File: config.mk
export PLATFORM = sky130hd
export DESIGN_NAME = cache_way_sel2
export DESIGN_NICKNAME = d
export VERILOG_FILES = /design/src/rtl/cache_way_sel2.sv
export SDC_FILE = /design/constraint.sdc
export NUM_CORES = 1
export LEC_CHECK = 0
export BUFFER_PORTS_ARGS = -buffer_cell sky130_fd_sc_hd__buf_2
export CAP_MARGIN = 10
export CELL_PAD_IN_SITES_DETAIL_PLACEMENT = 0
export CELL_PAD_IN_SITES_GLOBAL_PLACEMENT = 1
export CORE_MARGIN = 2
export CORE_UTILIZATION = 30
export CTS_CLUSTER_SIZE = 12
export DETAILED_ROUTE_END_ITERATION = 8
export PLACE_DENSITY_LB_ADDON = 0.1
export SYNTH_ARGS = -nofsm -noshare
export SYNTH_HDL_FRONTEND = slang
export SYNTH_SLANG_ARGS = --single-unit
File: constraint.sdc
create_clock -name clk -period 14.1 [get_ports clk]
set_input_delay 2.82 -clock clk [delete_from_list [all_inputs] [get_ports clk]]
set_output_delay 2.82 -clock clk [all_outputs]
set_load 0.05 [all_outputs]
File: src/rtl/cache_way_sel2.sv
// rtl/cache_way_sel2.sv - 2-way set-associative tag lookup with LRU replacement
// driving a downstream way selector through a drive/free handshake.
module cache_way_sel2 #(
  parameter int SETS  = 16,
  parameter int IDX_W = 4,
  parameter int TAG_W = 20,
  parameter int TMO   = 255
) (
  input  logic             clk,
  input  logic             rst,
  input  logic             req_valid,
  output logic             req_ready,
  input  logic [TAG_W-1:0] req_tag,
  input  logic [IDX_W-1:0] req_idx,
  input  logic             flush,
  output logic             o_drive,
  input  logic             i_free,
  output logic             valid0,
  output logic             valid1,
  output logic             o_hit,
  output logic             o_tmo
);

  localparam int CNT_W = $clog2(TMO + 1);
  localparam logic [CNT_W-1:0] TMO_C = CNT_W'(TMO);

  typedef enum logic [1:0] {IDLE, LOOKUP, DRIVE, WAIT_FREE} state_t;

  state_t             r_state;
  state_t             w_next;
  logic [TAG_W-1:0]   r_tag0 [SETS];
  logic [TAG_W-1:0]   r_tag1 [SETS];
  logic [SETS-1:0]    r_vld0;
  logic [SETS-1:0]    r_vld1;
  logic [SETS-1:0]    r_lru;
  logic [TAG_W-1:0]   r_req_tag;
  logic [IDX_W-1:0]   r_req_idx;
  logic               r_v0;
  logic               r_v1;
  logic               r_hit;
  logic               r_tmo;
  logic               r_flush_pend;
  logic               r_sync1;
  logic               r_sync2;
  logic               r_sync3;
  logic [CNT_W-1:0]   r_cnt;

  logic               w_accept;
  logic               w_flush_now;
  logic               w_free_evt;
  logic               w_hit0;
  logic               w_hit1;
  logic               w_hit;
  logic               w_sel;

  assign w_accept    = req_valid & req_ready;
  assign w_flush_now = (r_state == IDLE) & (flush | r_flush_pend);
  assign w_free_evt  = r_sync2 & ~r_sync3;
  assign w_hit0      = r_vld0[r_req_idx] & (r_tag0[r_req_idx] == r_req_tag);
  assign w_hit1      = r_vld1[r_req_idx] & (r_tag1[r_req_idx] == r_req_tag);
  assign w_hit       = w_hit0 | w_hit1;

  // Victim choice on a miss: first invalid way, otherwise the LRU pointer.
  always_comb begin
    w_sel = 1'b0;
    if (w_hit0)                  w_sel = 1'b0;
    else if (w_hit1)             w_sel = 1'b1;
    else if (!r_vld0[r_req_idx]) w_sel = 1'b0;
    else if (!r_vld1[r_req_idx]) w_sel = 1'b1;
    else                         w_sel = r_lru[r_req_idx];
  end

  always_ff @(posedge clk or negedge rst) begin
    if (!rst) r_state <= IDLE;
    else      r_state <= w_next;
  end

  always_comb begin
    w_next = r_state;
    case (r_state)
      IDLE:      if (w_accept) w_next = LOOKUP;
      LOOKUP:    w_next = DRIVE;
      DRIVE:     w_next = WAIT_FREE;
      WAIT_FREE: if (w_free_evt) w_next = IDLE;
      default:   w_next = IDLE;
    endcase
  end

  always_comb begin
    o_drive   = (r_state == DRIVE);
    req_ready = rst & (r_state == IDLE) & ~r_flush_pend & ~flush;
  end

  assign valid0 = r_v0;
  assign valid1 = r_v1;
  assign o_hit  = r_hit;
  assign o_tmo  = r_tmo;

  always_ff @(posedge clk or negedge rst) begin
    if (!rst) begin
      r_vld0       <= '0;
      r_vld1       <= '0;
      r_lru        <= '0;
      r_req_tag    <= '0;
      r_req_idx    <= '0;
      r_v0         <= 1'b0;
      r_v1         <= 1'b0;
      r_hit        <= 1'b0;
      r_tmo        <= 1'b0;
      r_flush_pend <= 1'b0;
      r_sync1      <= 1'b0;
      r_sync2      <= 1'b0;
      r_sync3      <= 1'b0;
      r_cnt        <= '0;
    end else begin
      r_sync1 <= i_free;
      r_sync2 <= r_sync1;
      r_sync3 <= r_sync2;

      if (w_accept) begin
        r_req_tag <= req_tag;
        r_req_idx <= req_idx;
      end

      // Flushes outside IDLE are parked and replayed on the first IDLE cycle.
      if (w_flush_now) begin
        r_vld0       <= '0;
        r_vld1       <= '0;
        r_lru        <= '0;
        r_flush_pend <= 1'b0;
      end else if (flush) begin
        r_flush_pend <= 1'b1;
      end

      if (r_state == LOOKUP) begin
        r_v0             <= ~w_sel;
        r_v1             <= w_sel;
        r_hit            <= w_hit;
        r_lru[r_req_idx] <= ~w_sel;
        if (!w_hit) begin
          if (w_sel) r_vld1[r_req_idx] <= 1'b1;
          else       r_vld0[r_req_idx] <= 1'b1;
        end
      end

      if ((r_state == WAIT_FREE) && w_free_evt) begin
        r_v0  <= 1'b0;
        r_v1  <= 1'b0;
        r_hit <= 1'b0;
      end

      if (r_state == DRIVE)
        r_cnt <= '0;
      else if ((r_state == WAIT_FREE) && (r_cnt != TMO_C))
        r_cnt <= r_cnt + CNT_W'(1);

      if ((r_state == WAIT_FREE) && (r_cnt == TMO_C))
        r_tmo <= 1'b1;
    end
  end

  // Tag storage carries no reset; the valid bits qualify it.
  always_ff @(posedge clk) begin
    if ((r_state == LOOKUP) && !w_hit) begin
      if (w_sel) r_tag1[r_req_idx] <= r_req_tag;
      else       r_tag0[r_req_idx] <= r_req_tag;
    end
  end

endmodule

---- Word level (Yosys, flattened, before mapping) ----
Memories as Yosys holds them, arrays and structs flattened.
Index checks and enable logic that the tools add are counted.
storage, ports and cells
  RAM bits ................................ 640
  memories ................................ 2
  output and inout port bits .............. 6
  register bits ........................... 90
memories
  name    depth  width  rd ports  clocked after memory_dff  wr ports  line  source
  r_tag0  16     20     1         0                         1         31    logic [TAG_W-1:0] r_tag0 [SETS];
  r_tag1  16     20     1         0                         1         32    logic [TAG_W-1:0] r_tag1 [SETS];
operators by class
  $add $sub $neg .......................... 1
  bitwise logic cells ..................... 16
  reductions and logical operators ........ 11
  order comparisons ....................... 2
  eq/ne operators ......................... 9
  multiplexer cells ....................... 42
operator list
  cell                   count
  $mux W16               10
  $eq A20 B20 Y1         2
  $or A16 B16 Y16        2
  $mux W1                22
  $bwmux W16             1
  $mux W8                2
  $bmux W1 S4            3
  $add A8 B1 Y8 const B  1
  $and A1 B1 Y1          8
  $eq A8 B8 Y1 const B   1
  $ne A8 B8 Y1 const B   1
  $pmux W2 S4            1
  $reduce_bool A2 Y1     3
  $logic_and A1 B1 Y1    5
  $lt A4 B5 Y1 const B   1
  $demux W1 S4           1
  $eq A2 B2 Y1 const B   2
  $ge A4 B1 Y1 const B   1
  $mux W2                2
  $ne A2 B2 Y1 const B   2
  $not A1 Y1             4
  $eq A2 B1 Y1 const B   1
  $logic_not A2 Y1       1
  $or A1 B1 Y1           2
  other kinds (2)        2

---- Depth between registers and ports, before layout ----
  depth in word-level cells ............... 9
  depth in mapped cells ................... 19
  gate-level depth less buffers ........... 9

---- Least setup slack after synthesis ----
Ideal clock, no wire load.
  kind .................................... input-to-output
  start point ............................. input flush
  end point ............................... output req_ready
  arrival time ............................ 3.408 ns
  data required time ...................... 11.280 ns
  stages .................................. 2
  slack ................................... 7.872 ns
  path through ............................ nor2_1 -> and3_1
on the way
  cells in the longest elaborated chain, start to end .. 2
ends and longest elaborated chain
  element          line  source
  start, declared  15    input logic flush,
  $not A1 Y1       91    req_ready = rst & (r_state == IDLE) & ~r_flush_pend & ~flush;
  $and A1 B1 Y1    91
  end, declared    12    output logic req_ready,
No other way between the ends.

---- Final worst setup path ----
  start point ............................. input rst
  end point ............................... output req_ready
on the way
  cells in the longest elaborated chain, start to end .. 3
ends and longest elaborated chain
  element                      line  source
  start, declared              10    input logic rst,
  $and A1 B1 Y1 (3 in series)  91
No other way between the ends.

==> flow_summary.ini <==
[job]
maxCapViolCount = 0

[place]
io_buffers = 34
place.gp.congestion = 0.745
dp_hpwl_um = 50000
place_ws_ns = 7.37

[critical_path]
crit_slowest_cell = buf_4
slowest_delay_ns = 0.45
r2r-end = r_tag1[9][1]
end_kind = primary output
crit_fanout = 44
startpoint_type = input port
cp.required_ns = 11.28
reg2reg_depth = 12
path_buf_inv = 2
crit_chain = buf_4, and3_1, buf_2
timing.rr.start = r_req_idx[3]
arrival_ns = 3.85
r2r_slack_ns = 7.76
criticalPathCategory = in2out
critPathTopFamily = buffers and inverters
crit_path_start = rst

[synthesis]
synth_ff_type = edfxtp_1
synth.top_cell.area_share_pct = 64.5
avgSynthCellArea_um2 = 17.9
syn_inst = 1668
synth_edf_count = 640
synth.largest_area_cell = edfxtp_1
ys_ff_latch = 730
synthDistinctLibCells = 68
netlist_area_um2 = 29800
synthTopCellsByArea = edfxtp_1 64%, dfrtp_1 7.6%, mux4_2 7.4%
synthArstFlopShare_pct = 12.3
synth_nets = 1702
yosysWarnings = 0
synth-seq-area-share_pct = 72.0

[clock_network]
root_buffer = clkbuf_16
cts.hold.buffers_added = 0
clk_latency_ns = 0.64
cts_sinks = 730
cts_buffer_depth = 3
cts_max_level = 3
cts-buffers-inserted = 83
postCtsSetupRepairBufs = 0
clk_pin_slew_ns = 0.05
cts_tree = done
cts_resized = 0

[die]
core-area_um2 = 98400
die-area_um2 = 102000
die_y_um = 319
rows = 115
io_pins = 35
die_w_um = 319
start_util_pct = 30.3

[grt]
grt_overflow_total = 0
grt_use_total_pct = 16.7
grt_max_degree = 95
grt_pass1_wl_um = 121000
grt_pass1_vias = 16200
antenna_found_initial = 2

[final_layout]
multiInputGateArea_um2 = 7860
ff_latch_area_um2 = 21500
nFillCells = 9317
final_layout_size_suffix_gt1_share_pct = 24.4
area_delta_synth_final_pct = 15.6
final_nets = 1802
antenna_cells = 0

[sta]
setup_viol = 0
clock_skew_ns = 0.0278
finalHoldViolCount = 0
setup_tns_ns = 0
fmax_mhz = 150
tightestPinTransition_ns = 1.12
worst_slack_ns = 7.43
slew_viol_final = 0
rsz0062_at_grt = false
final_min_period_over_clock_period_pct = 47.3
slew_headroom_pct = 25.6
min_period_ns = 6.67
worst_hold_slack_ns = 0.364

[drt]
initialDrtViolationCount = 1239
drcViolationCount = 0
antenna_left = 0
dr.pass1.iters = 5
routed_wl_um = 85000
viasPerCell = 5.07
wl_per_cell_um = 27.2
vias = 15800

[power]
ir_worst_vdd_mv = 0.158
p_leak_nw = 11.6
total_power_mw = 7.57
power.density_nw_per_um2 = 220

[hold_path]
hold_path.class = reg2reg
hold_start = r_sync1
hold-path-cell-count = 0
holdPathEnd = r_sync2

[outcome]
outcome = complete, no violations
-- cell usage after synthesis, drive strengths merged (12+ instances only) --
master,instances
a21oi,17
a221oi,20
a22oi,32
a32o,32
buf,55
clkbuf,52
dfrtp,90
edfxtp,640
inv,14
mux2,73
mux2i,132
mux4,98
nand2,58
nand2b,12
nand3,32
nor2,49
nor2b,12
nor3,38
o21ai,32
o22ai,22
xnor2,36
xor2,26
-- flip-flops by register name, indices dropped and copies added (netlist names), 2 cells and up --
name	cells
r_tag1	320
r_vld1	16
r_state	2
r_req_idx	4
r_tag0	320
r_lru	16
r_req_tag	20
r_cnt	8
r_vld0	16
-- worst max-delay path by stage --
| stage | depth (start not counted) | to | slack (ns) |
|---|---|---|---|
| detailed placement | 3 | req_ready | 7.37 |
| floorplan | 2 | req_ready | 7.87 |
| CTS | 3 | req_ready | 7.37 |
| global placement | 3 | req_ready | 7.38 |
| global route | 3 | req_ready | 7.29 |
| finish | 3 | req_ready | 7.43 |
-- layout by cell type (no fill, tap or decap), types with 25 or more instances in the layout --
cell       instances
edfxtp_1         640
mux2i_1          132
mux4_2            98
buf_4             88
clkbuf_16         87
dfrtp_1           86
mux2_2            73
nand2_1           57
nor2_1            46
xnor2_1           36
buf_2             33
a22oi_1           32
nand3_1           32
a32o_1            32
nor3_2            32
o21ai_0           29
xor2_1            26
clkinv_1          25
-- layout make-up --
cell class / instances / area share (%)
flip-flops and latches: 730 / 62.3
multi-input cells: 816 / 22.8
clock buffers: 108 / 6.60
well taps: 1287 / 4.67
repair buffers: 122 / 2.45
clock inverters: 41 / 0.984
inverters: 15 / 0.163
-- per-stage QoR --
stage | instances | utilization [%] | instance area [um2]
6_report | 3119 | 35.0 | 34500
5_1_grt | 3119 | 35.0 | 34500
4_1_cts | 3119 | 35.0 | 34500
3_5_place_dp | 2970 | 32.4 | 31900
3_3_place_gp | 2970 | 32.4 | 31900
2_1_floorplan | 1668 | - | 29800
-- logic make-up (layout without fill, tap and decap cells) --
| kind of cell | after synthesis | after routing | share of synthesized area (%) |
|---|---|---|---|
| xor gates and xnor gates | 62 | 62 | 1.82 |
| muxes | 303 | 303 | 14.6 |
| and+or+nand+nor | 242 | 242 | 3.99 |
| buffers and inverters | 122 | 286 | 2.25 |
| DFF | 730 | 730 | 72.0 |
| adders and majority gates | 5 | 5 | 0.210 |
| AOI/OAI and AO/OA | 204 | 204 | 5.12 |
-- where the power goes --
| group | switching, mW | total, mW | internal, mW |
|---|---|---|---|
| clock | 0.855 | 2.10 | 1.24 |
| combinational | 1.67 | 2.55 | 0.882 |
| sequential | 0.132 | 2.92 | 2.79 |
-- per-layer routing --
layer	routed length, um	GRT usage, %	up-vias
met4	1230	3.99	0
met5	0	0	-
met3	3660	2.57	83
met2	38700	25.8	369
li1	-	-	6900
met1	41300	24.6	8450
No activity file was read; power rests on OpenSTA's default activity.
